**config.mk**
```make
export PLATFORM = sky130hd
export DESIGN_NAME = prbs_window_monitor
export DESIGN_NICKNAME = d
export VERILOG_FILES = /design/src/rtl/prbs_window_monitor.sv
export SDC_FILE = /design/constraint.sdc
export NUM_CORES = 1
export LEC_CHECK = 0
export CAP_MARGIN = 20
export CORE_MARGIN = 2
export CORE_UTILIZATION = 54
export DETAILED_ROUTE_END_ITERATION = 6
export GPL_TIMING_DRIVEN = 0
export PLACE_DENSITY = 0.75
export SETUP_SLACK_MARGIN = 0.2
export SLEW_MARGIN = 20
export SYNTH_ARGS = -nofsm -noshare
export SYNTH_HDL_FRONTEND = slang
export SYNTH_SLANG_ARGS = --single-unit
```
**constraint.sdc**
```tcl
create_clock -name clk -period 3.1 [get_ports clk]
set_input_delay 0.62 -clock clk [delete_from_list [all_inputs] [get_ports clk]]
set_output_delay 0.62 -clock clk [all_outputs]
set_load 0.05 [all_outputs]
```
**src/rtl/prbs_window_monitor.sv**
```systemverilog
// Counts errors within fixed-length windows of locked bits and flags loss of lock at the threshold.
module prbs_window_monitor #(
   parameter int unsigned WINDOW     = 64,
   parameter int unsigned ERR_THRESH = 8
) (
   input  logic clk,
   input  logic sync_reset_n,
   input  logic restart,
   input  logic bit_valid,
   input  logic bit_err,
   output logic lose_lock
);

   localparam int unsigned BW = (WINDOW > 2) ? $clog2(WINDOW) : 1;
   localparam int unsigned EW = $clog2(WINDOW + 1);

   logic [BW-1:0] bit_cnt;
   logic [EW-1:0] err_cnt;
   logic [EW-1:0] err_cnt_n;
   logic          wrap;

   // The bit that wraps the counter opens the new window, so its error lands there.
   always_comb begin
      wrap      = (bit_cnt == BW'(WINDOW - 1));
      err_cnt_n = (wrap ? '0 : err_cnt) + EW'(bit_err);
      lose_lock = bit_valid && bit_err && (err_cnt_n >= EW'(ERR_THRESH));
   end

   always_ff @(posedge clk) begin
      if (!sync_reset_n || restart) begin
         bit_cnt <= '0;
         err_cnt <= '0;
      end else if (bit_valid) begin
         bit_cnt <= wrap ? '0 : bit_cnt + 1'b1;
         err_cnt <= err_cnt_n;
      end
   end

endmodule

```
Yosys cells after proc, flatten, opt, wreduce, memory -nomap -nowiden
Cells that the tools add are included.
W data, S select, Z words.
{"block": "totals", "ram_bits": 0, "regBits": 13, "inputBits": 5, "out_inout_bits": 1, "mem_count": 0, "mem_bits_ro": 0, "word_cells": 12, "latchBits": 0}
{"block": "op_classes", "bitwise": 0, "n_mul": 0, "order_cmp": 1, "n_div": 0, "addsub": 2, "muxes": 2, "n_reduce_logical": 4, "shifts": 0, "n_eq_ne": 1}
{"op": "$add A7 B1 Y7", "n": 1}
{"op": "$ge A7 B4 Y1 const B", "n": 1}
{"op": "$mux W7", "n": 1}
{"op": "$add A6 B1 Y6 const B", "n": 1}
{"op": "$eq A6 B6 Y1 const B", "n": 1}
{"op": "$mux W6", "n": 1}
{"op": "$logic_and A1 B1 Y1", "n": 2}
{"op": "$logic_not A1 Y1", "n": 1}
{"op": "$logic_or A1 B1 Y1", "n": 1}

Depth between registers and ports, before layout
{"block": "logic_depth", "ltp_word": 5, "mapped_depth": 8, "depth_no_buf": 8}

Worst setup path after synthesis
OpenSTA, ideal clock, no wires.
{"block": "synth_timing", "path_type": "register to output", "from": "reg bit_cnt[0]", "to": "out lose_lock", "stages_incl_launch_ff": 9, "t_required_ns": 2.480, "n_path_buf": 0, "slack_ns": -0.362, "arrival_ns": 2.842, "cell_sequence": "dfxtp_1 ha_1 nand3_2 and2_1 ha_1 and2_2 and3_4 xnor2_1 a311oi_1"}
{"block": "synth_between", "elab_chain_cells": 5}
{"element": "start: declaration", "line": "17", "rtl": "logic [BW-1:0] bit_cnt;"}
{"element": "start signal: assignment", "line": "34", "rtl": "bit_cnt <= wrap ? '0 : bit_cnt + 1'b1;"}
{"element": "$eq A6 B6 Y1", "line": "24", "rtl": "wrap = (bit_cnt == BW'(WINDOW - 1));"}
{"element": "$mux W7", "line": "25", "rtl": "err_cnt_n = (wrap ? '0 : err_cnt) + EW'(bit_err);"}
{"element": "$add A7 B1 Y7", "line": "25"}
{"element": "$ge A7 B4 Y1", "line": "26", "rtl": "lose_lock = bit_valid && bit_err && (err_cnt_n >= EW'(ERR_THRESH));"}
{"element": "$logic_and A1 B1 Y1", "line": "26"}
{"element": "end: declaration", "line": "11", "rtl": "output logic lose_lock"}
No other way between the ends.

Worst setup path after layout
{"block": "layout_timing", "from": "reg bit_cnt[1]", "to": "out lose_lock"}
The elaborated chain is that of the path after synthesis.

==> results.py <==
metrics = {
    "run_status": {
        "status": "complete, no violations",
    },
    "timing": {
        "hold_viol_final": 0,
        "slew_violations": 0,
        "grt_setup_unrepaired": "no",
        "skew_ns": 0.00442,
        "setup_violations": 0,
        "min_period_ns": 2.82,
        "worstMarginPinSlew_ns": 0.536,
        "fmax_ghz": 0.354,
        "period_share_pct": 91.1,
        "slew_headroom_pct": 64.3,
        "whs_ns": 0.497,
        "setup_slack_ns": 0.277,
    },
    "floorplan": {
        "fp.dieW_um": 41.3,
        "start_util_pct": 57.6,
        "row_count": 13,
        "die_h_um": 41.3,
        "coreArea_um2": 1300,
        "io_pins": 6,
        "die_area_um2": 1700,
    },
    "layout": {
        "drive_gt1_share_pct": 27.7,
        "final_common_cell": "dfxtp_1",
        "syn2layout_area_growth_pct": 29.2,
        "fill_cells": 99,
        "final_cell_mix": "dfxtp_1 (8), nor2_1 (7), buf_4 (7)",
        "stdcell_area_um2": 968,
        "layout.nets": 110,
        "n_antenna_cell": 0,
    },
    "synth": {
        "synth_ff_type": "dfxtp_1",
        "synth_fp_nets": 94,
        "yosysWarningCount": 0,
        "synth.distinct_cells": 35,
        "synth.avg_cell_area_um2": 8.71,
        "synth_seq_area_share_pct": 34.7,
        "synth.cell_area_um2": 749,
        "synth_cells": 86,
        "synth_edf_count": 0,
        "async_flop_share_pct": 0,
        "synth-seq-cells": 13,
    },
    "power_and_ir_drop": {
        "power.leakage_nw": 0.364,
        "p_clk_share_pct": 35.4,
        "sw_frac_of_total_pct": 24.1,
        "p_int_mw": 0.230,
        "p_total_mw": 0.303,
        "seqPwrFrac_pct": 55.5,
        "vdd_ir_drop_max_v": 0.000257,
        "pwr-share-comb_pct": 9.0,
        "p_switching_mw": 0.0731,
        "power_density_nw_per_um2": 313,
    },
    "global_routing": {
        "grt_pass1_vias": 569,
        "grt_pass1_wl_mm": 2.31,
        "grt_max_degree": 11,
        "antenna_found_initial": 0,
        "grt_overflow": 0,
        "grt_usage_pct": 21.7,
    },
    "detailed_routing": {
        "dr.pass1.iters": 4,
        "wl_per_cell_um": 14.5,
        "wl_met2_um": 835,
        "wl_met1_um": 772,
        "wl_met3_um": 42,
        "dr_total_vias": 676,
        "drt_iter0_drc": 14,
        "drc": 0,
        "ant_nets": 0,
        "top_layer_used": "met4",
        "drt-total-wl_mm": 1.68,
        "via_per_inst": 5.83,
    },
    "clocking": {
        "cts_tree": "done",
        "cts_root_buf": "clkbuf_4",
        "cts_hold_buf": 0,
        "clk_pin_slew_ns": 0.08,
        "numCtsBuffers": 3,
        "h-tree-depth": 1,
        "clkLatencyLatePin_ns": 0.28,
        "clockBufferDepth": 2,
        "clock-sinks": 13,
    },
    "critical_path": {
        "worstSetupStartpointType": "flip-flop",
        "crit_path_max_fanout": 5,
        "critPathCaptureType": "output port",
        "cp.required_ns": 2.48,
        "max_stage_delay_ns": 0.37,
        "path_cells": "ha_4 > nand3_4 > and2_4 > ha_2 > and2_4 > and3_4 > xnor2_4 > a311oi_4 > buf_6",
        "critPathBufInv": 1,
        "cp_common_cell": "and2_4",
        "path_class": "flip-flop to output port",
        "cp.arrival_ns": 2.20,
        "crit_family": "simple AND/OR/NAND/NOR gates",
        "cpMaxStageDelayCell": "dfxtp_4",
    },
    "place": {
        "routabilityCongestion": 0.716,
        "dp_hpwl_mm": 1.04,
        "placed_cell_area_um2": 836,
        "io_buffers": 5,
        "dp_worst_setup_slack_ns": -0.554,
    },
    "run": {
        "cap_violations": 0,
    },
    "min_path": {
        "worstHoldPathType": "flip-flop to flip-flop",
    },
}
## cell usage after synthesis, types with 2 or more instances
| cell | instances | share of area (%) |
|---|---|---|
| and2_1 | 2 | 1.7 |
| xor2_1 | 3 | 3.5 |
| dfxtp_1 | 13 | 35 |
| and3_1 | 4 | 3.3 |
| a311oi_1 | 2 | 2.3 |
| a21oi_1 | 3 | 2.0 |
| nand2_1 | 6 | 3.0 |
| ha_1 | 3 | 5.0 |
| nor2_1 | 7 | 3.5 |
| nand3_1 | 2 | 1.3 |
| a32o_1 | 4 | 5.3 |
| inv_1 | 2 | 1.0 |
| nor3b_1 | 4 | 4.0 |
| clkbuf_1 | 2 | 1.0 |
| nand4_1 | 2 | 1.7 |
| nand2b_1 | 3 | 2.5 |
| mux2i_1 | 2 | 2.7 |
| o21ai_1 | 5 | 3.3 |
## timing repair
action	in CTS	in global routing
hold endpoints to repair	0	0
setup endpoints to repair	1	1
setup buffers	3	3
resized for setup	22	2
cloned	0	0
pin swaps	3	3
## layout make-up
cell class / instances / area, um2 / share of cell area (%)
Tap cell: 15 / 18.8 / 1.94
Timing Repair Buffer: 11 / 95.1 / 9.82
Clock buffer: 4 / 26.3 / 2.71
Sequential cell: 13 / 272 / 28.0
Multi-Input combinational cell: 66 / 519 / 53.6
Inverter: 2 / 7.51 / 0.775
Buffer: 5 / 30.0 / 3.10
## path summary, 6_finish.rpt
path | start | end | slack [ns] | cells past startpoint
worst max-delay path | bit_cnt[1] | lose_lock | 0.28 | 9
worst min-delay path | err_cnt[5] | err_cnt[5] | 0.50 | 2
worst max register to register | bit_cnt[1] | err_cnt[6] | 1.34 | 8
worst min register to register | err_cnt[5] | err_cnt[5] | 0.50 | 2
## per-stage QoR
| step | utilization (%) | cells | setup TNS, ns |
|---|---|---|---|
| finish | 74.4 | 116 | 0 |
| global route | 74.4 | 116 | 0 |
| CTS | 71.6 | 113 | 0 |
| detailed placement | 64.2 | 106 | -0.554 |
| global placement | 64.2 | 106 | -0.543 |
| floorplan | - | 86 | 0 |
## registers in the layout, indices dropped and copies added (netlist names)
signal	flops
err_cnt	7
bit_cnt	6
## metal layers
| layer | vias up | global-route usage [%] |
|---|---|---|
| met5 | - | 0 |
| met4 | 0 | 12.1 |
| met3 | 5 | 4.89 |
| met2 | 9 | 37.1 |
| met1 | 315 | 24.6 |
| li1 | 347 | - |
## cell families after synthesis
group	Yosys count	share of synthesized area, %
buffers and inverters	7	5.01
adder cells (fa/ha/maj)	3	5.01
AND/OR/NAND/NOR	37	29.0
AO/OA/AOI/OAI	20	18.9
XOR/XNOR	4	4.68
multiplexers	2	2.67
flip-flops	13	34.7
## worst reg2reg max path, delay by kind of cell (launching register included)
family | cells | cell delay [ns]
fa+ha+maj | 2 | 0.35
flops | 1 | 0.37
simple gates | 4 | 0.60
compound gates | 2 | 0.34
## power by group through the flow
stage	logic (mW)	clock network, mW	registers (mW)
floorplan	0.0156	0	0.173
global placement	0.0252	0	0.173
detailed placement	0.0257	0	0.173
CTS	0.0260	0.108	0.169
global route	0.0303	0.123	0.169
finish	0.0274	0.107	0.168
(Power assumes the default switching activity.)
